### src/rtl/serial_sub_pkg.sv
// Shared definitions for the nibble-serial word subtractor.
// Holds the nibble width, the control state encoding and the WORDW legality check.
package serial_sub_pkg;

   localparam int NIBBLE_W = 4;

   typedef enum logic [1:0] {
      IDLE = 2'd0,
      RUN  = 2'd1,
      DONE = 2'd2
   } state_t;

   // True when w is a whole, non-zero number of nibbles.
   function automatic bit wordw_is_valid(input int w);
      return (w >= NIBBLE_W) && ((w % NIBBLE_W) == 0);
   endfunction

endpackage

### src/rtl/fourbitsub.sv
// Four-bit ripple-borrow subtractor: diff = a - b - bin, bout = borrow out of bit 3.
// Purely combinational; the serial controller registers its results.
module fourbitsub (
   input  logic [3:0] a,
   input  logic [3:0] b,
   input  logic       bin,
   output logic [3:0] diff,
   output logic       bout
);

   logic [4:0] borrow;

   assign borrow[0] = bin;

   for (genvar gi = 0; gi < 4; gi++) begin : g_bit
      logic a_xor_b;
      assign a_xor_b        = a[gi] ^ b[gi];
      assign diff[gi]       = a_xor_b ^ borrow[gi];
      // Borrow when a < b, or when equal and a borrow is already pending.
      assign borrow[gi + 1] = (~a[gi] & b[gi]) | (~a_xor_b & borrow[gi]);
   end

   assign bout = borrow[4];

endmodule

### src/rtl/serial_word_sub.sv
// Multi-cycle word subtractor: A - B - bin, one nibble per clock, LS nibble first.
// Optional build macro SERIAL_SUB_SAT_EN saturates diff at zero when the final borrow is set.
module serial_word_sub
   import serial_sub_pkg::*;
#(
   parameter int WORDW = 16
) (
   input  logic             clk,
   input  logic             rst_n,
   input  logic             in_valid,
   output logic             in_ready,
   input  logic [WORDW-1:0] a,
   input  logic [WORDW-1:0] b,
   input  logic             bin,
   output logic             out_valid,
   input  logic             out_ready,
   output logic [WORDW-1:0] diff,
   output logic             bout
);

   localparam int N  = WORDW / NIBBLE_W;
   localparam int KW = (N > 1) ? $clog2(N) : 1;
   localparam logic [KW-1:0] K_LAST = KW'(N - 1);

`ifdef SERIAL_SUB_SAT_EN
   localparam bit SAT_EN = 1'b1;
`else
   localparam bit SAT_EN = 1'b0;
`endif

   if (!wordw_is_valid(WORDW)) begin : g_bad_wordw
      $error("serial_word_sub: WORDW must be a non-zero multiple of NIBBLE_W");
   end

   state_t              state_reg;
   logic [KW-1:0]       k_reg;
   logic [WORDW-1:0]    a_reg;
   logic [WORDW-1:0]    b_reg;
   logic                borrow_reg;
   logic [WORDW-1:0]    diff_reg;
   logic                bout_reg;

   logic [NIBBLE_W-1:0] a_nib_arr [N];
   logic [NIBBLE_W-1:0] b_nib_arr [N];
   logic [NIBBLE_W-1:0] a_nib;
   logic [NIBBLE_W-1:0] b_nib;
   logic [NIBBLE_W-1:0] nib_diff;
   logic                nib_bout;
   logic [WORDW-1:0]    diff_next;
   logic                last_step;

   // Nibble views of the latched operands and the merged result word.
   for (genvar gi = 0; gi < N; gi++) begin : g_nib
      assign a_nib_arr[gi] = a_reg[gi*NIBBLE_W +: NIBBLE_W];
      assign b_nib_arr[gi] = b_reg[gi*NIBBLE_W +: NIBBLE_W];
      assign diff_next[gi*NIBBLE_W +: NIBBLE_W] =
         (k_reg == KW'(gi)) ? nib_diff : diff_reg[gi*NIBBLE_W +: NIBBLE_W];
   end

   assign a_nib     = a_nib_arr[k_reg];
   assign b_nib     = b_nib_arr[k_reg];
   assign last_step = (k_reg == K_LAST);

   fourbitsub u_nibble (
      .a    (a_nib),
      .b    (b_nib),
      .bin  (borrow_reg),
      .diff (nib_diff),
      .bout (nib_bout)
   );

   always_ff @(posedge clk or negedge rst_n) begin
      if (!rst_n) begin
         state_reg  <= IDLE;
         k_reg      <= '0;
         a_reg      <= '0;
         b_reg      <= '0;
         borrow_reg <= 1'b0;
         diff_reg   <= '0;
         bout_reg   <= 1'b0;
      end else begin
         case (state_reg)
            IDLE: begin
               if (in_valid) begin
                  a_reg      <= a;
                  b_reg      <= b;
                  borrow_reg <= bin;
                  k_reg      <= '0;
                  state_reg  <= RUN;
               end
            end
            RUN: begin
               borrow_reg <= nib_bout;
               if (last_step) begin
                  // Saturation only applies to the fully assembled word.
                  diff_reg  <= (SAT_EN && nib_bout) ? '0 : diff_next;
                  bout_reg  <= nib_bout;
                  k_reg     <= '0;
                  state_reg <= DONE;
               end else begin
                  diff_reg  <= diff_next;
                  k_reg     <= k_reg + KW'(1);
               end
            end
            DONE: begin
               if (out_ready) begin
                  state_reg <= IDLE;
               end
            end
            default: state_reg <= IDLE;
         endcase
      end
   end

   assign in_ready  = (state_reg == IDLE);
   assign out_valid = (state_reg == DONE);
   assign diff      = diff_reg;
   assign bout      = bout_reg;

endmodule

### config.mk
export PLATFORM = sky130hd
export DESIGN_NAME = serial_word_sub
export DESIGN_NICKNAME = d
export VERILOG_FILES = /design/src/rtl/serial_sub_pkg.sv /design/src/rtl/fourbitsub.sv /design/src/rtl/serial_word_sub.sv
export SDC_FILE = /design/constraint.sdc
export NUM_CORES = 1
export LEC_CHECK = 0
export BUFFER_PORTS_ARGS = -buffer_cell sky130_fd_sc_hd__buf_2
export CORE_ASPECT_RATIO = 1.1
export CORE_MARGIN = 1
export CORE_UTILIZATION = 57
export CTS_CLUSTER_SIZE = 14
export DETAILED_ROUTE_END_ITERATION = 10
export GPL_TIMING_DRIVEN = 0
export PLACE_DENSITY_LB_ADDON = 0.12
export RECOVER_POWER = 25
export SLEW_MARGIN = 5
export SYNTH_ARGS = -nofsm -noshare
export SYNTH_HDL_FRONTEND = slang
export SYNTH_SLANG_ARGS = --single-unit
### constraint.sdc
create_clock -name clk -period 7 [get_ports clk]
set_input_delay 1.4 -clock clk [delete_from_list [all_inputs] [get_ports clk]]
set_output_delay 1.4 -clock clk [all_outputs]
set_load 0.01 [all_outputs]
==> run summary, run 1 <==
On the worst path, the slowest cell contributes a delay of between 1500 and 2000 ps. The sequential group share of total power is 37.8%. The smallest clock period supported by the final layout is computed as 3520 ps. The total leakage power came out at roughly 0.0014 uW. The number of max-cap violations came out at 1.

TritonCTS built the clock tree. The area growth from synthesis to layout came out at 16.8%. The maximum clock path buffer count came out at 2. The global router's overall resource usage is roughly 23%. The critical path goes through clkbuf_1. The multi-input combinational cells in the finished layout cover a total of 983 um2. The share of flip-flops with an asynchronous set or reset is 100%. The final reports fail on max-capacitance violations, max-slew violations. On the critical path the largest part of the delay comes from buffers and inverters. The combined buffer and inverter count along the critical path came out at 1. The final critical-path share of the clock period is about 50%.

The final layout contains between 200 and 300 nets. At the end of routability-driven placement, the weighted congestion stood at between 0.7 and 0.8. The biggest area contributor in the post-synthesis netlist is sky130_fd_sc_hd__dfrtp_1. The final setup violation count came out at 0.

The top fanout value on the critical path is 54. The number of instances in the placed design is 270. The aggregate routed wire length is approximately 4.4 mm. The total number of H-tree levels came out at 2. The mapped cell area came out at ~2500 um2.

The non-filler instance count after layout came out at between 200 and 300. The share of post-route cells with drive strength above 1 came out at 49.8%. The arrival time at the worst endpoint came out at approximately 3300 ps. In this run, distinct cell masters in the synthesized netlist total 21. The power density over the cells is between 500 and 600 nW/um2. The number of diodes added for antenna fixing is 0. The worst setup path is launched from an input pin.

Counting instances in the post-synthesis netlist gives the leading cell types as sky130_fd_sc_hd__dfrtp_1, sky130_fd_sc_hd__mux2_2, sky130_fd_sc_hd__inv_1. Summed over all nets, the switching power comes to 525 uW. The sequential cells in the finished layout cover a total of between 1000 and 1500 um2.

The first global-routing pass estimated around 7.6 mm of wire. The primary flip-flop cell chosen by synthesis mapping is sky130_fd_sc_hd__dfrtp_1. The via-per-instance ratio is 5.28.

For the worst setup path, the data required time is between 6000 and 7000 ps. Yosys attributes the largest share of cell area to sky130_fd_sc_hd__dfrtp_1, sky130_fd_sc_hd__mux2_2, sky130_fd_sc_hd__mux4_2, sky130_fd_sc_hd__mux2i_1, sky130_fd_sc_hd__fa_1. The sum of negative setup slack is 0 ps.

Measured along the x axis, the die boundary spans 64.7 um. The clock network fraction of design power came out at 10.7%. The initial core utilization is 60.8%.

The run finished, with violations left. Before antenna repair, the detailed router went through 4 iterations. The number of DRC markers after the initial detailed-route iteration came out at 54. The element type at the critical path end is an async pin. Clock skew on the completed layout was measured at 4.93 ps. The total setup buffers inserted after CTS came out at 0. Synthesis produced a netlist with a net count of between 200 and 250.

Counting every sink on the clock net gives 54. Once detail routing completed, the nets flagged for antenna violations numbered 0. In this run the critical register-to-register path is launched from k_reg[0]. The number of placement rows is 24. For this block, the via count after detailed routing is about 1500. The setup path with the least slack is of type in2async.

The fmax came out at between 0.2 and 0.3 GHz. The mean cell area of the mapped netlist is approximately 15 um2. The worst hold path begins at a_reg[6]. The quantity of I/O buffers inserted on ports is 55. The number of global-route vias before repair is around 1600. After clock tree synthesis, the clock-pin slew on the worst setup and hold paths is about 80 ps. 56 I/O pins were placed. In this run the worst setup path begins at rst_n.

The count of synthesis-stage warnings from yosys came out at 0. The register bit count reported by yosys came out at 54. The synthesized design devotes to its leading area cell type between 50% and 60% of total area.

Counting the fill cells in the layout gives 310. The number of buffers inserted by hold repair at cts came out at 0. Internal power comes to 951 uW. The number of max-slew violations in the final report came out at 55. Clock tree synthesis inserted a total of 5 buffers.

The total power of the final layout is around 1500 uW. The combinational share of power came out at 51.5%. The area of the die is ~4600 um2. Synthesis handed over a netlist of 163 instances. In this run, post-CTS repair resized a total of 0 instances.

Hold timing on the final database bottoms out at a slack of roughly 490 ps. The later-pin clock latency in the skew report is 300 ps. Setup repair after global routing left no endpoint under its margin. Among all cell types in the netlist, the one instantiated most often is sky130_fd_sc_hd__dfrtp_1.

The slowest stage of the critical path is the sky130_fd_sc_hd__clkbuf_1 cell. The core box area is 4050 um2. The overall overflow remaining after global route is 0.

The worst slew margin relative to its limit is -83.3%. For the pin with the worst max-slew slack, the measured transition is about 2700 ps. After detailed routing, the average wire length per cell comes to 15.8 um.

The number of antenna violations at the first check in global routing is 0. The worst hold path belongs to the class reg2reg. The portion of the post-synthesis area used by sequential elements is between 50 and 60%. The number of hold violations in the final report is 0. The tree is rooted in a sky130_fd_sc_hd__clkbuf_8. The overall die height is slightly above 70 um. The worst supply voltage drop on vdd is 0.272 mV. The number of enable flip-flop cells after synthesis is 0. Net switching is between 30 and 40% of the power. The DRC violation count after routing is 0. Entering global routing, the biggest net connects 55 pins.

Detailed placement finished with a half-perimeter wire length of 3.39 mm.
[worst reg2reg max path: stages (launching register included)]
cell and delay, ps:
sky130_fd_sc_hd__dfrtp_1 440, sky130_fd_sc_hd__buf_2 330, sky130_fd_sc_hd__mux4_2 580, sky130_fd_sc_hd__fa_1 410, sky130_fd_sc_hd__inv_1 80, sky130_fd_sc_hd__fa_1 190
sky130_fd_sc_hd__fa_1 160, sky130_fd_sc_hd__inv_1 50, sky130_fd_sc_hd__fa_1 490, sky130_fd_sc_hd__mux2_2 280
[final timing paths]
kind / endpoint / slack [ps] / cells after the start
max: a_reg[8] / 3480 / 1
min: a_reg[6] / 490 / 1
max reg2reg: diff[15] / 3880 / 9
min reg2reg: a_reg[6] / 490 / 1
max in group clk: diff[15] / 3880 / 9
min in group asynchronous: diff[12] / 1960 / 1
[layout by cell type, fill, tap and decap left out, drive strengths merged]
master,Yosys,layout
o21bai,1,1
nor2,2,2
nand3b,4,4
a22o,2,2
nor3b,1,1
dfrtp,54,54
inv,19,19
mux4,8,8
nor2b,2,2
clkbuf,0,9
mux2i,9,9
a21oi,1,1
o21ai,1,1
fa,4,4
nand2b,3,3
mux2,40,40
ha,4,4
a222oi,1,1
buf,7,60
[cell families (layout without fill, tap and decap cells)]
family                     after synthesis  after routing  synth area share (%)
AOI/OAI and AO/OA                        6              6                  1.83
and+or+nand+nor                         12             12                  3.55
buffers and inverters                   26             88                  5.28
adders and majority gates                8              8                  5.28
muxes                                   57             57                  29.2
DFF                                     54             54                  54.8
[power groups by stage]
stage / clock, uW / combinational, uW / sequential (uW)
global placement: 0 / 739 / 550
CTS: 163 / 778 / 560
floorplan: 0 / 553 / 567
finish: 158 / 760 / 558
detailed placement: 0 / 776 / 567
global route: 174 / 843 / 580
[metrics by stage]
step / worst slack [ps] / utilization, % / cell area (um2)
floorplan: 4140 / - / 2460
global placement: 3900 / 69.2 / 2810
detailed placement: 3870 / 69.2 / 2810
CTS: 3860 / 71.1 / 2880
global route: 2860 / 71.0 / 2880
finish: 3480 / 71.0 / 2880
[layer usage]
layer	vias to the layer above	global-route usage (%)	part of all wire, %
li1	682	-	-
met5	-	0	0
met3	6	6.77	5.0
met4	0	7.41	1.4
met1	735	27.0	40
met2	39	39.5	53
[area by class of cell]
class | count | share of cell area, %
flip-flops and latches | 54 | 46.9
repair buffers | 55 | 9.47
inverters | 19 | 2.48
multi-input cells | 83 | 34.2
plain buffers | 7 | 2.04
well taps | 52 | 2.26
clock buffers | 7 | 2.65
Note: power is estimated with default switching activity, not from simulation.
==> run 2, diff against run 1 <==
ABC_AREA = 1   (was default)
CORE_UTILIZATION = 54   (was 57)
clock period = 3.6 ns   (was 7 ns; I/O delays follow)
==> run summary, run 2 <==
VDD sags by at most between 0.3 and 0.4 mV. The initial core utilization came out at roughly 58%. By area the synthesized netlist is led by sky130_fd_sc_hd__dfrtp_1, sky130_fd_sc_hd__nand2_1, sky130_fd_sc_hd__nand3_1, sky130_fd_sc_hd__fa_1, sky130_fd_sc_hd__inv_1. At the end of the flow, the number of nets in the layout was around 430. In the synthesized netlist the async set-or-reset flop fraction comes to between 90% and 100%. During synthesis, Yosys emitted a total of 0 warnings. The register bit count reported by yosys is 54.

The worst slew margin relative to its limit is between 20% and 30%. The number of buffers created by CTS came out at 5. STA classifies the critical path startpoint as a flip-flop. The most used flip-flop cell after synthesis is sky130_fd_sc_hd__dfrtp_1. The worst path in the final design needs a cycle of approximately 3000 ps, including I/O delays and setup. The number of buffers inserted by hold repair at cts is 0. TritonCTS built the clock tree. The share of post-route cells with drive strength above 1 came out at approximately 18%. The number of placement rows came out at 25. The number of antenna violations at the first check in global routing is 0. The die width is 67.8 um.

The die covers roughly 5000 um2. The power density over the cells is between 900 and 1000 nW/um2. In this run the worst hold path is classified as reg2reg. By instance count, the leading cell after synthesis is sky130_fd_sc_hd__nand2_1. The total setup buffers inserted after CTS came out at 0. The number of max-slew violations in the final report is 0. The number of DRC markers after the initial detailed-route iteration came out at between 100 and 150. The global-route wire length before repair came out at 9.65 mm.

The number of top-level pins came out at 56. The number of global-route vias before repair is roughly 2200. Max-cap violations in this run came to 0.

The top fanout value on the critical path is 11. Routability-driven placement finished with a final weighted congestion of between 0.8 and 0.9. The global router's overall resource usage is between 20% and 30%. The required time of the critical path came out at 3800 ps. The remaining antenna violation count came out at 0. The number of diodes added for antenna fixing is 0. For this design, the sink count on the clock tree is 54. Summed over all layers, the global routing overflow is 0. The clock-pin slew on the worst setup and hold paths is 90 ps. The flow ran to the end, and the final reports show no timing, DRC or antenna violations. Clock skew on the completed layout was measured at between 4 and 5 ps. Entering global routing, the biggest net connects 55 pins. The longest clock path from root to sink contains 2 buffers. In the synthesized netlist, the cells that appear most often are sky130_fd_sc_hd__nand2_1, sky130_fd_sc_hd__dfrtp_1, sky130_fd_sc_hd__nand3_1.

In this run the biggest area consumer among cell types represents between 50% and 60% of the synthesized area. Leaving out fill and tap cells, the most frequent cells in the layout are sky130_fd_sc_hd__nand2_1, sky130_fd_sc_hd__buf_2, sky130_fd_sc_hd__dfrtp_1. Hold is met by 470 ps. The arrival time at the worst endpoint is approximately 3200 ps. Leaving out fill and tap cells, the most frequent cell in the layout is sky130_fd_sc_hd__nand2_1. The count of cell types in the netlist came out at 16. The transition at the pin with the smallest max-transition slack is between 1000 and 1500 ps.

The total leakage power is between 0.0015 and 0.002 uW. The fmax came out at approximately 0.34 GHz. The number of nets in the synthesized netlist is 368. Clock tree synthesis selected as its root buffer the cell sky130_fd_sc_hd__clkbuf_8.

For this run, design rule violations remaining after detail routing come to 0. The final setup violation count came out at 0. The number of hold violations in the final report is 0. The worst path uses slightly above 80% of the clock period. From synthesis to final layout, the design area changed by 15.5%. For this block, the routed nets add up to about 5.4 mm of wire. The number of iterations in the first detailed-routing pass is 4. The mapped cell area came out at around 2600 um2. Detailed placement finished with a half-perimeter wire length of between 4 and 5 mm. After floorplanning, the core was sized to cover around 4400 um2. The total number of H-tree levels came out at 2. The portion of the post-synthesis area used by sequential elements is a little over half. In this run, synthesis inferred 0 flip-flops with an integrated enable. A synthesized cell averages 7.96 um2.

The later-pin clock latency in the skew report came out at just over 300 ps. The number of gates given a new drive strength after cts is 0. Across all layers, the routed design uses roughly 2200 vias. The via-per-instance ratio came out at ~5. The sum of negative setup slack is 0 ps.

In this run the tool buffered the top-level ports with 54 buffer cells. Measured along the y axis, the die boundary spans between 70 and 80 um. The setup path with the least slack is of type reg2reg. The gate count after technology mapping came out at 323. The total power of the final layout is ~2900 uW. The detail-routed net length per standard cell came out at around 12 um. Setup repair after global routing left no endpoint under its margin. The synthesized design spends more area on one cell type than any other, namely sky130_fd_sc_hd__dfrtp_1. The worst setup path is captured at a flip-flop.
-- run 2: where the power goes --
part	switching [uW]	internal [uW]	total, uW
combinational	977	517	1490
clock	183	134	318
sequential	165	900	1060
total	1330	1550	2880
-- run 2: final timing paths --
check	startpoint	end	slack [ps]	cells past startpoint
worst max-delay path	k_reg[0]	diff[7]	640	14
worst min-delay path	diff[9]	diff[9]	470	2
worst max register to register	k_reg[0]	diff[7]	640	14
worst min register to register	diff[9]	diff[9]	470	2
max in group asynchronous	rst_n	diff[5]	2250	1
min in group asynchronous	rst_n	diff[12]	640	1
-- run 2: final cells by class --
type	instances	area, um2
Clock buffer	7	76.3
Tap cell	54	67.6
Buffer	14	63.8
Multi-Input combinational cell	237	1070
Inverter	18	67.6
Timing Repair Buffer	54	270
Fill cell	411	1470
Sequential cell	54	1350
-- run 2: per-stage QoR --
step | area (um2) | utilization (%) | setup slack [ps] | cells
6_report | 2970 | 66.8 | 636 | 438
5_1_grt | 2970 | 66.8 | 353 | 438
4_1_cts | 2980 | 67.2 | 620 | 438
3_5_place_dp | 2910 | 65.5 | 637 | 431
3_3_place_gp | 2910 | 65.5 | 670 | 431
2_1_floorplan | 2570 | - | 993 | 323
-- run 2: kinds of logic (layout without fill, tap and decap cells) --
logic type                 count (synthesis)  count (layout)  share of synthesized area (%)
and+or+nand+nor                          222             222                           35.2
DFF                                       54              54                           52.6
buffers and inverters                     32              93                           5.36
adders and majority gates                  8               8                           5.06
AOI/OAI and AO/OA                          7               7                           1.85
-- run 2: worst max-delay path: stages (launching register included) --
cell	delay, ps
sky130_fd_sc_hd__dfrtp_1	470
sky130_fd_sc_hd__inv_1	130
sky130_fd_sc_hd__buf_2	250
sky130_fd_sc_hd__nand2_1	80
sky130_fd_sc_hd__nand2_1	90
sky130_fd_sc_hd__nand2_1	50
sky130_fd_sc_hd__nand2_1	100
sky130_fd_sc_hd__fa_1	170
sky130_fd_sc_hd__inv_1	50
sky130_fd_sc_hd__fa_1	370
sky130_fd_sc_hd__fa_1	370
sky130_fd_sc_hd__inv_1	80
sky130_fd_sc_hd__fa_1	490
sky130_fd_sc_hd__nand2_1	110
sky130_fd_sc_hd__nand2_1	50
-- run 2: per-layer routing --
metal | track usage, % | vias to the layer above | part of all wire (%)
met5 | 0 | - | 0
met4 | 13.0 | 0 | 1.4
met3 | 5.37 | 9 | 4.3
met2 | 43.9 | 62 | 51
met1 | 31.6 | 1027 | 44
li1 | - | 1122 | -
